## src/rtl/controle_divisor_8bits.sv

```systemverilog
// Restoring 8-bit divider sequencing one ripple subtractor over ITER cycles; done pulses 9 cycles after start (1 on B==0).
// Optional DIV_SIGNED_EN: two's-complement operands with a sign-correction state (latency 10); start is ignored while busy.
module controle_divisor_8bits #(
    parameter int ITER = 8
) (
    input  logic       clk,
    input  logic       rst,
    input  logic       start,
    input  logic [7:0] A,
    input  logic [7:0] B,
    output logic [7:0] Q,
    output logic [7:0] R,
    output logic       busy,
    output logic       done,
    output logic       div_zero
);

`ifdef DIV_SIGNED_EN
    typedef enum logic [1:0] {OCIOSO = 2'd0, ITERA = 2'd1, CORRIGE = 2'd2, FIM = 2'd3} state_t;
`else
    typedef enum logic [1:0] {OCIOSO = 2'd0, ITERA = 2'd1, FIM = 2'd3} state_t;
`endif

    state_t     state;
    logic [7:0] dvd;        // dividend shifting out, quotient bits shifting in
    logic [7:0] dvs;
    logic [7:0] part_rem;
    logic [2:0] count;
    logic       zero_flag;
`ifdef DIV_SIGNED_EN
    logic       sign_q;
    logic       sign_r;
    logic [7:0] a_mag;
    logic [7:0] b_mag;
`endif

    logic [8:0] p_shift;
    logic [7:0] diff;
    logic       borrow;
    logic       accept;
    logic [7:0] r_next;

    // One iteration: shift in the next dividend bit, trial-subtract on the 8-bit ripple subtractor.
    always_comb begin
        p_shift = {part_rem, dvd[7]};
        diff    = 8'h00;
        borrow  = 1'b0;
        for (int i = 0; i < 8; i++) begin
            diff[i] = p_shift[i] ^ dvs[i] ^ borrow;
            borrow  = (~p_shift[i] & dvs[i]) | (~(p_shift[i] ^ dvs[i]) & borrow);
        end
        // A carried-out 9th bit means the shifted remainder exceeds any 8-bit divisor.
        accept = p_shift[8] | ~borrow;
        r_next = accept ? diff : p_shift[7:0];
    end

`ifdef DIV_SIGNED_EN
    always_comb begin
        a_mag = A[7] ? (~A + 8'd1) : A;
        b_mag = B[7] ? (~B + 8'd1) : B;
    end
`endif

    always_ff @(posedge clk) begin
        if (rst) begin
            state     <= OCIOSO;
            Q         <= 8'h00;
            R         <= 8'h00;
            busy      <= 1'b0;
            done      <= 1'b0;
            div_zero  <= 1'b0;
            dvd       <= 8'h00;
            dvs       <= 8'h00;
            part_rem  <= 8'h00;
            count     <= 3'd0;
            zero_flag <= 1'b0;
`ifdef DIV_SIGNED_EN
            sign_q    <= 1'b0;
            sign_r    <= 1'b0;
`endif
        end else begin
            case (state)
                OCIOSO: begin
                    done <= 1'b0;
                    // The cycle that shows done still belongs to the finished division.
                    if (start && !done) begin
                        busy      <= 1'b1;
                        part_rem  <= 8'h00;
                        count     <= 3'd0;
                        zero_flag <= (B == 8'h00);
`ifdef DIV_SIGNED_EN
                        dvd       <= (B == 8'h00) ? A : a_mag;
                        dvs       <= b_mag;
                        sign_q    <= A[7] ^ B[7];
                        sign_r    <= A[7];
`else
                        dvd       <= A;
                        dvs       <= B;
`endif
                        state     <= (B == 8'h00) ? FIM : ITERA;
                    end else begin
                        busy <= 1'b0;
                    end
                end
                ITERA: begin
                    dvd      <= {dvd[6:0], accept};
                    part_rem <= r_next;
                    count    <= count + 3'd1;
                    if (count == 3'(ITER - 1)) begin
`ifdef DIV_SIGNED_EN
                        state <= CORRIGE;
`else
                        state <= FIM;
`endif
                    end
                end
`ifdef DIV_SIGNED_EN
                CORRIGE: begin
                    if (sign_q) dvd <= ~dvd + 8'd1;
                    if (sign_r) part_rem <= ~part_rem + 8'd1;
                    state <= FIM;
                end
`endif
                FIM: begin
                    done     <= 1'b1;
                    busy     <= 1'b1;
                    Q        <= zero_flag ? 8'hFF : dvd;
                    R        <= zero_flag ? dvd : part_rem;
                    div_zero <= zero_flag;
                    state    <= OCIOSO;
                end
                default: state <= OCIOSO;
            endcase
        end
    end

endmodule
```

## config.mk

```make
export PLATFORM = sky130hd
export DESIGN_NAME = controle_divisor_8bits
export DESIGN_NICKNAME = d
export VERILOG_FILES = /design/src/rtl/controle_divisor_8bits.sv
export SDC_FILE = /design/constraint.sdc
export NUM_CORES = 1
export LEC_CHECK = 0
export ABC_AREA = 1
export BUFFER_PORTS_ARGS = -buffer_cell sky130_fd_sc_hd__buf_4
export CAP_MARGIN = 20
export CELL_PAD_IN_SITES_DETAIL_PLACEMENT = 1
export CELL_PAD_IN_SITES_GLOBAL_PLACEMENT = 2
export CORE_MARGIN = 4
export CORE_UTILIZATION = 31
export CTS_CLUSTER_SIZE = 8
export DETAILED_ROUTE_END_ITERATION = 10
export GPL_TIMING_DRIVEN = 0
export PLACE_DENSITY_LB_ADDON = 0.1
export SETUP_SLACK_MARGIN = 0.2
export SLEW_MARGIN = 10
export SYNTH_ARGS = -nofsm -noshare
export SYNTH_HDL_FRONTEND = slang
export SYNTH_SLANG_ARGS = --single-unit
```

## constraint.sdc

```tcl
create_clock -name clk -period 4.7 [get_ports clk]
set_input_delay 0 -clock clk [delete_from_list [all_inputs] [get_ports clk]]
set_output_delay 0 -clock clk [all_outputs]
set_load 0.01 [all_outputs]
```

==> results of run 1 <==
cell usage after synthesis (2+ instances only):
library cell | n | area, sq um
nand2_1 | 113 | 424
dfxtp_1 | 49 | 981
inv_1 | 45 | 169
nor2_1 | 29 | 109
nand3_1 | 26 | 130
a21oi_1 | 22 | 110
o211ai_1 | 16 | 120
fa_1 | 7 | 140
buf_2 | 6 | 30.0
ha_1 | 6 | 75.1
o21ai_0 | 6 | 30.0
o21ai_1 | 4 | 20.0
buf_4 | 3 | 22.5
buf_6 | 3 | 33.8
clkbuf_1 | 3 | 11.3
inv_2 | 3 | 11.3
a21oi_2 | 2 | 17.5
clkinv_1 | 2 | 7.51
nand2_2 | 2 | 12.5
per-stage QoR:
step / cells / power [W] / hold WS [ns] / utilization [%]
2_1_floorplan: 349 / 0.00120 / 0.145 / -
3_3_place_gp: 488 / 0.00147 / 0.270 / 37.2
3_5_place_dp: 488 / 0.00148 / 0.281 / 37.2
4_1_cts: 505 / 0.00174 / 0.0287 / 39.5
5_1_grt: 505 / 0.00190 / 0.0513 / 39.5
6_report: 505 / 0.00171 / 0.0291 / 39.5
layout by cell type, fill, tap and decap left out, types with 7 or more instances in the layout:
cell type	Yosys	final
nand2_1	113	113
dfxtp_1	49	49
inv_1	45	45
buf_4	3	40
nor2_1	29	29
nand3_1	26	26
a21oi_1	22	22
o211ai_1	16	16
dlygate4sd3_1	0	9
fa_1	7	7
worst min path at each step:
stage | end | cells past startpoint | from | slack, ns
2_1_floorplan | dvs[0] | 2 | B[0] | 0.14
3_3_place_gp | dvs[6] | 3 | B[6] | 0.27
3_5_place_dp | dvs[6] | 3 | B[6] | 0.28
4_1_cts | dvd[1] | 5 | A[1] | 0.03
5_1_grt | dvd[4] | 5 | A[4] | 0.05
6_report | dvd[1] | 5 | A[1] | 0.03
logic make-up after synthesis:
group,count (synthesis),share of synthesized area (%)
DFF,49,39.7
AOI/OAI and AO/OA,52,12.7
and+or+nand+nor,170,27.3
buffers and inverters,65,11.5
adders and majority gates,13,8.71
power groups by stage:
stage / combinational [W] / sequential (W) / clock, W
after global routing: 0.00102 / 0.000603 / 0.000277
after detailed placement: 0.000879 / 0.000599 / 0
after global placement: 0.000872 / 0.000595 / 0
after floorplan: 0.000615 / 0.000588 / 0
final: 0.000875 / 0.000586 / 0.000253
after CTS: 0.000891 / 0.000589 / 0.000261
metal layers:
layer / share of wire (%) / routed length, um / track usage [%]
met4: 0.82 / 58 / 3.51
met3: 3.0 / 212 / 2.80
met5: 0 / 0 / 0
met2: 49 / 3490 / 27.4
met1: 47 / 3350 / 19.8
worst max-delay path, cell delays in order (launching register included):
cell     delay, ns
dfxtp_1       0.37
inv_1         0.11
ha_1          0.23
fa_1          0.39
fa_1          0.41
fa_1          0.41
fa_1          0.40
fa_1          0.40
fa_1          0.39
fa_1          0.36
buf_2         0.20
nand2_4       0.15
nand2_1       0.06
nand2_1       0.06
nand2_1       0.05
a21oi_1       0.12
area by class of cell:
type / instances / area (sq um) / area share (%)
Inverter: 50 / 188 / 6.14
Tap cell: 102 / 128 / 4.18
Clock inverter: 1 / 7.51 / 0.246
Timing Repair Buffer: 46 / 368 / 12.0
Clock buffer: 7 / 76.3 / 2.50
Buffer: 15 / 97.6 / 3.19
Multi-Input combinational cell: 235 / 1210 / 39.6
Sequential cell: 49 / 981 / 32.1
sequential cells by signal (all words and copies together) (netlist names):
name and count:
busy 1, Q 8, dvs 8, state 2
div_zero 1, count 3, R 8, done 1
dvd 8, part_rem 8, zero_flag 1
what timing repair did:
item,in CTS,in global routing
setup endpoints to repair,0,7
hold buffers,9,0
endpoints found under the hold margin,10,0
gates resized for setup,0,1
==> run summary, run 1 <==
Status = finished, final reports clean
Area Overhead vs Synth = 23.6%
Number of failing hold endpoints at the final stage = 0
Required time at the worst-slack endpoint = 4.93 ns
Clock Pin Slew Worst Setup and Hold Paths = 0.09 ns
Switching Fraction = 45.1%
Netlist area before placement = 2470 sq um
Port Buffers = 37
Number of distinct standard cells referenced by the synthesized netlist = 21
Internal power contribution = 0.000941 W
Number of antenna violations at the first check in global routing = 0
Root Buffer Master = clkbuf_8
Worst min path class = in2reg
Worst Setup Start Kind = register
Max IR drop VDD = 182 uV
Crit Path Max Fanout = 9
Achievable frequency = 0.240 GHz
Reg2Reg Launch Point = dvd[7]
Critical path endpoint = part_rem[5]
Number of core rows = 32
CP Class = reg2reg
Dpl cell area = 2880 sq um
Setup repair after global routing missed its margin = false
Reg2reg end = part_rem[5]
Count of fill cells added during filler insertion = 975
ANT cells = 0
Share of power burned in combinational logic = 51.0%
Bufs on Longest Clock Path = 2
Number of failing setup endpoints in the final timing report = 0
Proportion of layout cells with a drive suffix above 1 = 15.6%
Core Box Area = 7730 sq um
Sequential share of power = 34.2%
Detailed-route wire length = 7.12 mm
Final count of pins violating max slew = 0
Number of nets produced by synthesis = 381
Clock network latency to the later pin of the worst-skew pair = 0.30 ns
Worst relative slew slack = 62.8%
Routed Antenna Nets = 0
Measured slew at the worst slew-check pin = 0.559 ns
Setup slack after placement = 0.517 ns
Number of enable-type register cells in the synthesized netlist = 0
Arrival time at the worst endpoint = 4.40 ns
Prevailing post-synth register cell = dfxtp_1
Flop2flop setup slack = 0.53 ns
Post-detailed-route wirelength per cell = 14.1 um
Total overflow reported by the global router = 0
Proportion of synthesized flip-flops having asynchronous set or reset = 0%
Global-route wire length before repair = 12.0 mm
Worst-case setup margin in the final layout = 0.530 ns
Clock skew = 0.00559 ns
Routed vias/inst = 4.52
Count of mapped cells out of synthesis = 349
Seq cells post-synth = 49
Fraction of the yosys area taken by sequential cells = 39.7%
Total routing usage reported by global routing = 15.6%
Placer Congestion = 0.717
Crit path time final = 4.17 ns
Portion of total power attributed to the clock network = 14.8%
Finished Cell Area = 3060 sq um
Switching pwr = 0.000774 W
Number of global-route vias before repair = 2377
DRC violation count after routing = 0
Number of vias in the routed layout = 2285
Launching element of the worst setup path = dvd[7]
Detailed Routing Iterations Pass 1 = 4
R2r worst-path depth = 15
Cell Pwr Density = 561 nW/um^2
CTS Buf Count = 5
TritonCTS clock tree = built
Element type at the critical path end = register
Number of nets in the final layout = 434
Average instance area after synthesis = 7.08 sq um
Initial core utilization = 32.0%
Number of primary I/O pins = 38
Static leakage = 1.45 nW
Total Die Area = 9460 sq um
Pin count of the biggest net entering global routing = 15
Final cycle utilization of the critical path = 88.7%
Max-cap violations = 0
Htree depth = 2
DRC violation total after the first TritonRoute iteration = 62
Setup Total Neg Slack = 0 ns
Horizontal die dimension = 97.3 um
Synth warnings = 0
Setup bufs post-CTS = 0
Die extent in y = 97.3 um
Detailed placer's ending HPWL = 5.37 mm
CTS Sinks = 49
Power figures use the tool's default switching activity.
==> run 2, diff against run 1 <==
--- a/config.mk
+++ b/config.mk
@@ -10,11 +10,11 @@
 export CAP_MARGIN = 20
 export CELL_PAD_IN_SITES_DETAIL_PLACEMENT = 1
 export CELL_PAD_IN_SITES_GLOBAL_PLACEMENT = 2
-export CORE_MARGIN = 4
 export CORE_UTILIZATION = 31
 export CTS_CLUSTER_SIZE = 8
 export DETAILED_ROUTE_END_ITERATION = 10
 export GPL_TIMING_DRIVEN = 0
+export HOLD_SLACK_MARGIN = 0.05
 export PLACE_DENSITY_LB_ADDON = 0.1
 export SETUP_SLACK_MARGIN = 0.2
 export SLEW_MARGIN = 10
==> run 2 against run 1 <==
Fmax is 1.4% lower. Wire length is 0.69% higher. Critical path depth stayed put. Hold slack better by 0.063 ns. Via count is 1.6% higher. Cell area is 2.5% higher.
==> run summary, run 2 (synthesis results as in run 1) <==
Total Die Area = 8330 sq um (-12%)
Number of antenna violations at the first check in global routing = 0 (unchanged)
Setup repair after global routing missed its margin = false
CTS Buf Count = 5 (unchanged)
CTS Sinks = 49 (unchanged)
Cell Pwr Density = 551 nW/um^2 (-1.9%)
Crit Path Max Fanout = 9 (unchanged)
Bufs on Longest Clock Path = 2 (unchanged)
Number of core rows = 32 (unchanged)
Setup slack after placement = 0.499 ns (-0.0185 ns)
Required time at the worst-slack endpoint = 4.95 ns (+0.02 ns)
Number of failing setup endpoints in the final timing report = 0 (unchanged)
Worst min path class = in2reg
Commonest cells after routing, fill and taps aside = nand2_1 (113), dfxtp_1 (49), inv_1 (45)
Die extent in y = 91.3 um (-6.2%)
Number of failing hold endpoints at the final stage = 0 (unchanged)
Final cycle utilization of the critical path = 90.0% (+1.2 points)
Worst relative slew slack = 63.9% (+1.1 points)
DRC violation count after routing = 0 (unchanged)
Crit path time final = 4.23 ns (+0.0577 ns)
Number of cells upsized or downsized after cts = 0 (unchanged)
Number of global-route vias before repair = 2429 (+2.2%)
ANT cells = 0 (unchanged)
Achievable frequency = 0.237 GHz (-1.4%)
Core Box Area = 7730 sq um (unchanged)
Hold-fix buffers at CTS = 17 (+8)
Pin count of the biggest net entering global routing = 16 (+1)
Detailed Routing Iterations Pass 1 = 4 (unchanged)
Routed Antenna Nets = 0 (unchanged)
Max-cap violations = 0 (unchanged)
Setup Total Neg Slack = 0 ns (unchanged)
CP Class = reg2reg
Number of nets in the final layout = 442 (+1.8%)
Number of primary I/O pins = 38 (unchanged)
Measured slew at the worst slew-check pin = 0.542 ns (-0.0169 ns)
Total routing usage reported by global routing = 18.6% (+3.0 points)
Element type at the critical path end = register
DRC violation total after the first TritonRoute iteration = 39 (-37%)
Proportion of layout cells with a drive suffix above 1 = 15.8% (+0.18 points)
Area Overhead vs Synth = 26.8%
Number of vias in the routed layout = 2321 (+1.6%)
Global-route wire length before repair = 12.0 mm (+0.75%)
Total overflow reported by the global router = 0 (unchanged)
Count of fill cells added during filler insertion = 1008 (+3.4%)
Port Buffers = 37 (unchanged)
TritonCTS clock tree = built
Max IR drop VDD = 190 uV (+4.0%)
Clock Pin Slew Worst Setup and Hold Paths = 0.10 ns (about the same)
Most frequent standard cell in the layout excluding fill and tap cells = nand2_1
Worst-case setup margin in the final layout = 0.472 ns (-0.0577 ns)
Routed vias/inst = 4.52 (about the same)
Initial core utilization = 32.0% (unchanged)
Horizontal die dimension = 91.3 um (-6.2%)
Root Buffer Master = clkbuf_8
Static leakage = 1.49 nW (+2.6%)
Post-detailed-route wirelength per cell = 14.0 um (-0.88%)
Clock skew = 0.00668 ns (+0.00110 ns)
Worst Setup Start Kind = register
Detailed placer's ending HPWL = 5.24 mm (-2.4%)
Final count of pins violating max slew = 0 (unchanged)
Htree depth = 2 (unchanged)
Arrival time at the worst endpoint = 4.47 ns (+0.07 ns)
Setup bufs post-CTS = 0 (unchanged)
Clock network latency to the later pin of the worst-skew pair = 0.31 ns (about the same)
Placer Congestion = 0.771 (+7.6%)
Detailed-route wire length = 7.16 mm (+0.69%)
Status = finished, final reports clean
## run 2: cell type report
cell class / count / area [sq um] / area share, %
clock inverters: 3 / 17.5 / 0.559
multi-input cells: 235 / 1200 / 38.5
inverters: 50 / 188 / 5.99
repair buffers: 54 / 448 / 14.3
well taps: 102 / 128 / 4.07
clock buffers: 5 / 68.8 / 2.20
flip-flops and latches: 49 / 981 / 31.3
plain buffers: 15 / 97.6 / 3.12
## run 2: final timing paths
check | from | to | slack, ns | cells after the start
max | dvd[7] | part_rem[7] | 0.47 | 15
min | start | state[1] | 0.09 | 6
max reg2reg | dvd[7] | part_rem[7] | 0.47 | 15
min reg2reg | div_zero | div_zero | 0.47 | 2
## run 2: per-layer routing
layer	global-route usage, %	vias to the layer above	routed length, um
li1	-	1208	-
met1	23.0	1077	3440
met2	33.0	30	3500
met3	3.18	6	155
met4	5.16	0	73
met5	0	-	0
## run 2: where the power goes
part,switching [W],internal [W]
clock,0.000153,0.000103
combinational,0.000561,0.000320
sequential,0.0000710,0.000516
total,0.000785,0.000940
## run 2: worst max-delay path, cell delays in order (launching register included)
cell and delay, ns:
dfxtp_1 0.37, inv_1 0.11, ha_1 0.23, fa_1 0.39, fa_1 0.41, fa_1 0.41
fa_1 0.40, fa_1 0.39, fa_1 0.39, fa_1 0.37, buf_2 0.19, nand2_2 0.20
nand2_1 0.08, nand2_1 0.06, nand2_1 0.06, a21oi_2 0.10
## run 2: through the flow
step	total power (W)	utilization (%)	instances	hold slack (ns)	area [sq um]
after floorplan	0.00120	-	349	0.145	2470
after CTS	0.00175	40.5	513	0.0901	3130
after global routing	0.00190	40.5	513	0.117	3130
after global placement	0.00147	37.2	488	0.269	2880
after detailed placement	0.00148	37.2	488	0.280	2880
final	0.00172	40.5	513	0.0920	3130
